===== config.mk =====
export PLATFORM = sky130hd
export DESIGN_NAME = regfile_wr_arbiter
export DESIGN_NICKNAME = d
export VERILOG_FILES = /design/src/rtl/regfile_pkg.sv /design/src/rtl/rr_arbiter.sv /design/src/rtl/regfile_wr_arbiter.sv
export SDC_FILE = /design/constraint.sdc
export NUM_CORES = 1
export LEC_CHECK = 0
export CELL_PAD_IN_SITES_DETAIL_PLACEMENT = 0
export CELL_PAD_IN_SITES_GLOBAL_PLACEMENT = 1
export CORE_ASPECT_RATIO = 1.1
export CORE_MARGIN = 2
export CORE_UTILIZATION = 41
export DETAILED_ROUTE_END_ITERATION = 8
export DONT_BUFFER_PORTS = 1
export PLACE_DENSITY_LB_ADDON = 0.15
export SLEW_MARGIN = 20
export SYNTH_ARGS = -nofsm -noshare
export SYNTH_HDL_FRONTEND = slang
export SYNTH_SLANG_ARGS = --single-unit
export TNS_END_PERCENT = 30

===== constraint.sdc =====
create_clock -name clk -period 3 [get_ports clk]
set_clock_uncertainty 0.05 [all_clocks]
set_input_delay 0.6 -clock clk [delete_from_list [all_inputs] [get_ports clk]]
set_output_delay 0.6 -clock clk [all_outputs]
set_load 0.05 [all_outputs]

===== src/rtl/regfile_pkg.sv =====
// Shared types and width helpers for the register-file write arbiter.
package regfile_pkg;

  localparam int unsigned MaxAddrWidth = 16;
  localparam int unsigned MaxDataWidth = 64;

  // Both helpers keep a 1-bit minimum so tiny configurations still have legal vectors.
  function automatic int unsigned addr_width(input int unsigned num_entries);
    return (num_entries > 2) ? $clog2(num_entries) : 1;
  endfunction

  function automatic int unsigned idx_width(input int unsigned num_requesters);
    return (num_requesters > 2) ? $clog2(num_requesters) : 1;
  endfunction

  typedef struct packed {
    logic [MaxAddrWidth-1:0] addr;
    logic [MaxDataWidth-1:0] data;
  } wr_req_t;

endpackage


===== src/rtl/rr_arbiter.sv =====
// Round-robin arbiter: one-hot grant to the first request at or after the priority pointer.
module rr_arbiter #(
  parameter int unsigned NumReq   = 4,
  parameter int unsigned IdxWidth = 2
) (
  input  logic                clk,
  input  logic                rst_ni,
  input  logic [NumReq-1:0]   req_i,
  input  logic                en_i,
  output logic [NumReq-1:0]   gnt_o,
  output logic [IdxWidth-1:0] gnt_idx_o
);

  logic [IdxWidth-1:0] ptr_q, ptr_d;
  logic [IdxWidth:0]   sum;
  logic [IdxWidth-1:0] idx;
  logic                found;

  always_comb begin
    gnt_o     = '0;
    gnt_idx_o = '0;
    found     = 1'b0;
    sum       = '0;
    idx       = '0;
    for (int unsigned k = 0; k < NumReq; k++) begin
      // ptr_q < NumReq and k < NumReq, so a single subtract folds the sum back into range.
      sum = {1'b0, ptr_q} + (IdxWidth+1)'(k);
      if (sum >= (IdxWidth+1)'(NumReq)) begin
        sum = sum - (IdxWidth+1)'(NumReq);
      end
      idx = sum[IdxWidth-1:0];
      if (!found && en_i && req_i[idx]) begin
        gnt_o[idx] = 1'b1;
        gnt_idx_o  = idx;
        found      = 1'b1;
      end
    end
  end

  always_comb begin
    ptr_d = ptr_q;
    if (found) begin
      ptr_d = (gnt_idx_o == IdxWidth'(NumReq - 1)) ? '0 : gnt_idx_o + 1'b1;
    end
  end

  always_ff @(posedge clk or negedge rst_ni) begin
    if (!rst_ni) begin
      ptr_q <= '0;
    end else begin
      ptr_q <= ptr_d;
    end
  end

endmodule


===== src/rtl/regfile_wr_arbiter.sv =====
// Arbitrates N write requesters onto a single register-file write port, one write per cycle,
// with a one-cycle registered output stage.
module regfile_wr_arbiter
  import regfile_pkg::*;
#(
  parameter int unsigned DataWidth     = 8,
  parameter int unsigned NumEntries    = 4,
  parameter int unsigned NumRequesters = 4,
  localparam int unsigned AddressWidth = addr_width(NumEntries),
  localparam int unsigned IdxWidth     = idx_width(NumRequesters)
) (
  input  logic                                        clk,
  input  logic                                        rst_ni,
  input  logic [NumRequesters-1:0]                    req_valid_i,
  output logic [NumRequesters-1:0]                    req_ready_o,
  input  logic [NumRequesters-1:0][AddressWidth-1:0]  req_addr_i,
  input  logic [NumRequesters-1:0][DataWidth-1:0]     req_data_i,
  input  logic                                        stall_i,
  output logic                                        rf_wen_o,
  output logic [AddressWidth-1:0]                     rf_waddr_o,
  output logic [DataWidth-1:0]                        rf_wdata_o,
  output logic [IdxWidth-1:0]                         grant_idx_o
);

  logic [NumRequesters-1:0] gnt;
  logic [IdxWidth-1:0]      gnt_idx;
  logic                     transfer;

  logic                    wen_q;
  logic [AddressWidth-1:0] waddr_q;
  logic [DataWidth-1:0]    wdata_q;
  logic [IdxWidth-1:0]     idx_q;

  rr_arbiter #(
    .NumReq   (NumRequesters),
    .IdxWidth (IdxWidth)
  ) u_rr_arbiter (
    .clk       (clk),
    .rst_ni    (rst_ni),
    .req_i     (req_valid_i),
    .en_i      (~stall_i),
    .gnt_o     (gnt),
    .gnt_idx_o (gnt_idx)
  );

  assign req_ready_o = gnt;
  assign transfer    = |(req_valid_i & gnt);

  // Address/data/index only move on a transfer so they hold their last values when idle.
  always_ff @(posedge clk or negedge rst_ni) begin
    if (!rst_ni) begin
      wen_q   <= 1'b0;
      waddr_q <= '0;
      wdata_q <= '0;
      idx_q   <= '0;
    end else begin
      wen_q <= transfer;
      if (transfer) begin
        waddr_q <= req_addr_i[gnt_idx];
        wdata_q <= req_data_i[gnt_idx];
        idx_q   <= gnt_idx;
      end
    end
  end

  assign rf_wen_o    = wen_q;
  assign rf_waddr_o  = waddr_q;
  assign rf_wdata_o  = wdata_q;
  assign grant_idx_o = idx_q;

endmodule


Word level (Yosys, flattened, before mapping). Cells that the tools add are included.

Add/subtract/negate cells: 8. Muxes and demuxes: 37. $lt $le $gt $ge: 13. Equal/unequal tests: 1. Reduce and logical (&&, ||, !) cells: 15. Bitwise gates (word level): 5.

Operators with widths (number): $mux W2 (10); $bmux W8 S2 (1); $mux W4 (4); $lt A2 B3 Y1 const B (5); $mux W1 (12); $or A4 B4 Y4 (3); $logic_and A1 B1 Y1 (11); $ge A3 B3 Y1 const B (3); $bmux W1 S2 (4); $demux W1 S2 (4); $ge A2 B1 Y1 const B (4); $mux W8 (1); $sub A2 B1 Y2 const B (4); $add A2 B2 Y3 const B (2); $and A4 B4 Y4 (1); $bmux W2 S2 (1); $reduce_or A4 Y1 (1); $add A2 B1 Y3 const B (1); $ge A2 B3 Y1 const B (1); $logic_not A1 Y1 (3); $add A2 B1 Y2 const B (1); $eq A2 B2 Y1 const B (1); $not A1 Y1 (1).

Output and inout port bits: 17. Register bits: 15. Word-level logic and storage cells: 84. Input bits: 47.

Longest topological paths before layout.
Depth in word-level cells: 20. Depth in mapped cells: 11. Mapped depth without buffers: 9.

Modules after synthesis. Synthesis repeated with hierarchy kept, for this count alone.

Cells, all modules: 108. Area total of the unflattened synthesis: 1351.3 um^2.

By module, submodules not included: regfile_wr_arbiter (area an instance 768.2 um^2, seq. area each 325.3 um^2, cells each 42, instances 1); rr_arbiter (area an instance 583.1 um^2, seq. area each 50.0 um^2, cells each 66, instances 1).

Worst setup path after synthesis. OpenSTA, ideal clock, no wires.

Path kind: register to register. Start: register u_rr_arbiter.ptr_q[0]. End: register waddr_q[0] (netlist: rf_waddr_o[0]). Clock period less this slack: 3.673 ns. Setup time: 0.125 ns. Data arrival time: 3.499 ns. Buffers on the path: 2. Data required time: 2.825 ns. Setup slack: -0.673 ns. Cell stages (with the launch flop): 12. Cells stage by stage: dfrtp_1 buf_2 inv_1 ha_1 mux4_2 a21oi_1 o31ai_1 a21oi_1 nand2_1 o2111ai_2 buf_2 mux2_2.

Longest elaborated chain between the ends: 20. Elaborated cells on any way between the ends: 71.

RTL lines: start, declared (line rr_arbiter.sv:14) `logic [IdxWidth-1:0] ptr_q, ptr_d;`; start signal, assigned (line rr_arbiter.sv:51) `ptr_q <= ptr_d;`; branches (longest 17 deep; another with $add A2 B1 Y3); $mux W4 * (line rr_arbiter.sv:32) `if (!found && en_i && req_i[idx]) begin`; via req_ready_o[1] (line regfile_wr_arbiter.sv:15) `output logic [NumRequesters-1:0] req_ready_o,`; $and A4 B4 Y4 * (line regfile_wr_arbiter.sv:47) `assign transfer = |(req_valid_i & gnt);`; $reduce_or A4 Y1 * (line regfile_wr_arbiter.sv:47); via transfer (line regfile_wr_arbiter.sv:27) `logic transfer;`; end signal, assigned (line regfile_wr_arbiter.sv:59) `waddr_q <= req_addr_i[gnt_idx];`; end, declared (line regfile_wr_arbiter.sv:30) `logic [AddressWidth-1:0] waddr_q;`.

Mark *: on every way through the listed nets, which the timed path passes. The select of a mux whose other input is x is not followed. A chain may end at the register's enable or synchronous reset.

Worst setup path after layout.
Start: register u_rr_arbiter.ptr_q[1]. End: output port req_ready_o[2].

Longest elaborated chain between the ends: 18. Elaborated cells on any way between the ends: 63.

RTL lines (line): branches (longest 17 deep; another with $add A2 B1 Y3); $mux W4 * (rr_arbiter.sv:32); end, declared (regfile_wr_arbiter.sv:15).

Every way passes the cells marked *. The select of a mux whose other input is x is not followed.

==> reports/qor.yml <==
power:
  ir_worst_vdd_v: 0.0007632
  p_leak_nw: 0.6859
  total_power_mw: 2.496
  p_per_area_mw_per_mm2: 1428
timing:
  final_hold_viol_count: 0
  rsz0062_at_grt: "false"
  fin_crit_ns: 2.892
  post-route-period-util_pct: 96.39
  worst_slack_ns: 0.1083
  finalSetupViolCount: 0
  slew_headroom_pct: 56.04
  worstMarginPinSlew_ns: 0.6572
  fmax_ghz: 0.3458
  fin_setup_tns_ns: 0
  final-max-slew-violation-count: 0
  whs_ns: 0.4604
placement:
  dp_cells: 211
  dp_hpwl_um: 2805
  preCtsSetupSlack_ns: 0.07053
  gp_congestion: 0.8967
  placed_cell_area_mm2: 0.001678
  port_buffers: 0
clock_network:
  cts_tree: "done"
  cts.sinks: 15
  htreeDepth: 1
  path_clk_slew_ns: 0.09
  postCtsSetupBuffers: 0
  cts-root-buf: "clkbuf_4"
  insertion_delay_ns: 0.27
  cts_made_buffers: 3
  clockBufferDepth: 2
cells_and_area:
  drive_gt1_share_pct: 27.38
  instances_no_fill: 216
  antennaDiodeCount: 0
  final_nets: 224
  final_util_pct: 51.21
  multi_input_area_mm2: 0.001065
  syn2layout_area_growth_pct: 17.40
  num-fill-cells: 342
  regArea_um2: 377.9
  stdcell_area_mm2: 0.001748
logic_synthesis:
  ys_ff_latch: 15
  netlist.area_leader.share_pct: 25.21
  ys_seq_area_share_pct: 25.21
  netlist_area_mm2: 0.001489
  yosys_warnings: 0
  synth_ff_type: "dfrtp_1"
  synth.avg_cell_area_um2: 9.248
  synth_edf_count: 0
  synth_fp_nets: 216
  synthArstFlopShare_pct: 100.0
  synth_cells: 161
  synth_cell_types: 37
  synthTopCellsByArea: "dfrtp_1 (25%), mux2i_1 (8.7%), mux2_2 (8.3%)"
  post-synth-top-area-cell: "dfrtp_1"
flow_run:
  maxCapViolCount: 0
setup_path:
  required_ns: 2.35
  crit_type: "flip-flop to output pin"
  worst-path-max-fanout: 8
  worstPathArrival_ns: 2.24
  setup.worst_path.start_class: "flip-flop"
  cp-end-kind: "output pin"
outcome:
  outcome: "complete, no violations"
routing:
  routed_wl_um: 3613
  viasPerCell: 5.787
  ant_nets: 0
  wl_per_cell_um: 16.73
  first_pass_iters: 5
  drtIter0Drc: 45
  vias: 1250
  drcViolationCount: 0
die:
  dieArea_mm2: 0.004130
  die_w_um: 61.46
  core_mm2: 0.003413
  fp-row-count: 22
  die_h_um: 67.21
  initial_core_util_pct: 43.62
  pin_count: 64
global_routing:
  grt_max_degree: 34
  grt_pass1_wl_um: 5878
  grt_pass1_vias: 1230
  antenna_found_initial: 0
  grt_util_all_layers_pct: 18.53
  grt_overflow: 0
worst_hold_path:
  hold_path_class: "input port to flip-flop"
report_power, final:
part	internal (mW)	total (mW)	switching, mW
sequential	0.305	0.682	0.377
clock	0.0514	0.110	0.0588
combinational	0.858	1.70	0.846
final timing paths:
check / from / to / slack (ns) / cells after the start
worst max-delay path: u_rr_arbiter.ptr_q[1] / req_ready_o[2] / 0.11 / 7
worst min-delay path: stall_i / u_rr_arbiter.ptr_q[1] / 0.46 / 2
worst max register to register: u_rr_arbiter.ptr_q[1] / rf_wdata_o[7] / 0.19 / 7
worst min register to register: u_rr_arbiter.ptr_q[1] / u_rr_arbiter.ptr_q[1] / 0.60 / 2
max in group asynchronous: rst_ni / u_rr_arbiter.ptr_q[0] / 1.70 / 1
min in group asynchronous: rst_ni / rf_wdata_o[0] / 0.74 / 1
sequential cells by signal, indices dropped and copies added (netlist names):
signal              flops
grant_idx_o             2
u_rr_arbiter.ptr_q      2
rf_wdata_o              8
rf_waddr_o              2
rf_wen_o                1
cells in the mapped netlist, types with 2 or more instances:
library cell,count
a21oi_1,22
a221o_1,2
a22oi_1,11
and2_1,2
buf_2,7
buf_6,2
clkbuf_1,4
dfrtp_1,15
ha_1,8
inv_1,6
mux2_1,2
mux2_2,11
mux2i_1,13
mux4_2,3
nand2_1,8
nand2b_1,10
nand3b_1,4
nor2_1,9
nor2b_1,3
o21ai_1,2
cells by family (layout without fill, tap and decap cells):
group	after synthesis	after routing	share of synthesized area (%)
XOR/XNOR	1	1	0.5883
adder cells (fa/ha/maj)	8	8	6.723
multiplexers	29	29	23.11
AO/OA/AOI/OAI	46	46	21.43
buffers and inverters	20	27	6.890
flip-flops	15	15	25.21
AND/OR/NAND/NOR	42	42	16.05
what timing repair did:
action	CTS	global route
gates cloned	0	0
endpoints found under the setup margin	3	4
hold buffers	1	0
pin swaps	0	2
gates resized for setup	3	5
hold endpoints to repair	15	0
worst max-delay path, stage by stage (launching register included):
cell,delay (ns)
dfrtp_2,0.45
buf_4,0.18
mux4_2,0.30
buf_4,0.17
nor2b_2,0.18
and2_4,0.16
a221o_1,0.35
buf_12,0.16
cells in the final DEF (no fill, tap or decap), types with 2 or more instances in the layout:
cell / count
nor2_1: 9
ha_1: 7
o21ai_1: 2
mux2i_1: 13
dfrtp_1: 13
nand2_1: 8
mux2_2: 11
nor2b_1: 2
a221o_1: 2
buf_12: 5
nand2b_1: 10
a21oi_1: 20
inv_1: 6
dfrtp_2: 2
nand3b_1: 4
a22oi_1: 11
mux4_2: 3
buf_4: 10
clkbuf_4: 3
mux2_1: 2
routing by layer:
layer  part of all wire, %  vias to the layer above  wire (µm)  GRT usage, %
li1                      -                      608          -             -
met2                    54                       47       1968         33.64
met3                   5.9                        4        214         3.065
met4                  0.86                        0         31         5.053
met1                    39                      591       1398         22.21
met5                     0                        -          0             0
area by class of cell:
class                           instances  share of cell area [%]
Tap cell                               48                   3.436
Inverter                                6                   1.288
Sequential cell                        15                   21.62
Clock buffer                            4                   1.503
Multi-Input combinational cell        126                   60.92
Timing Repair Buffer                   17                   11.24
Note: power is estimated with default switching activity, not from simulation.
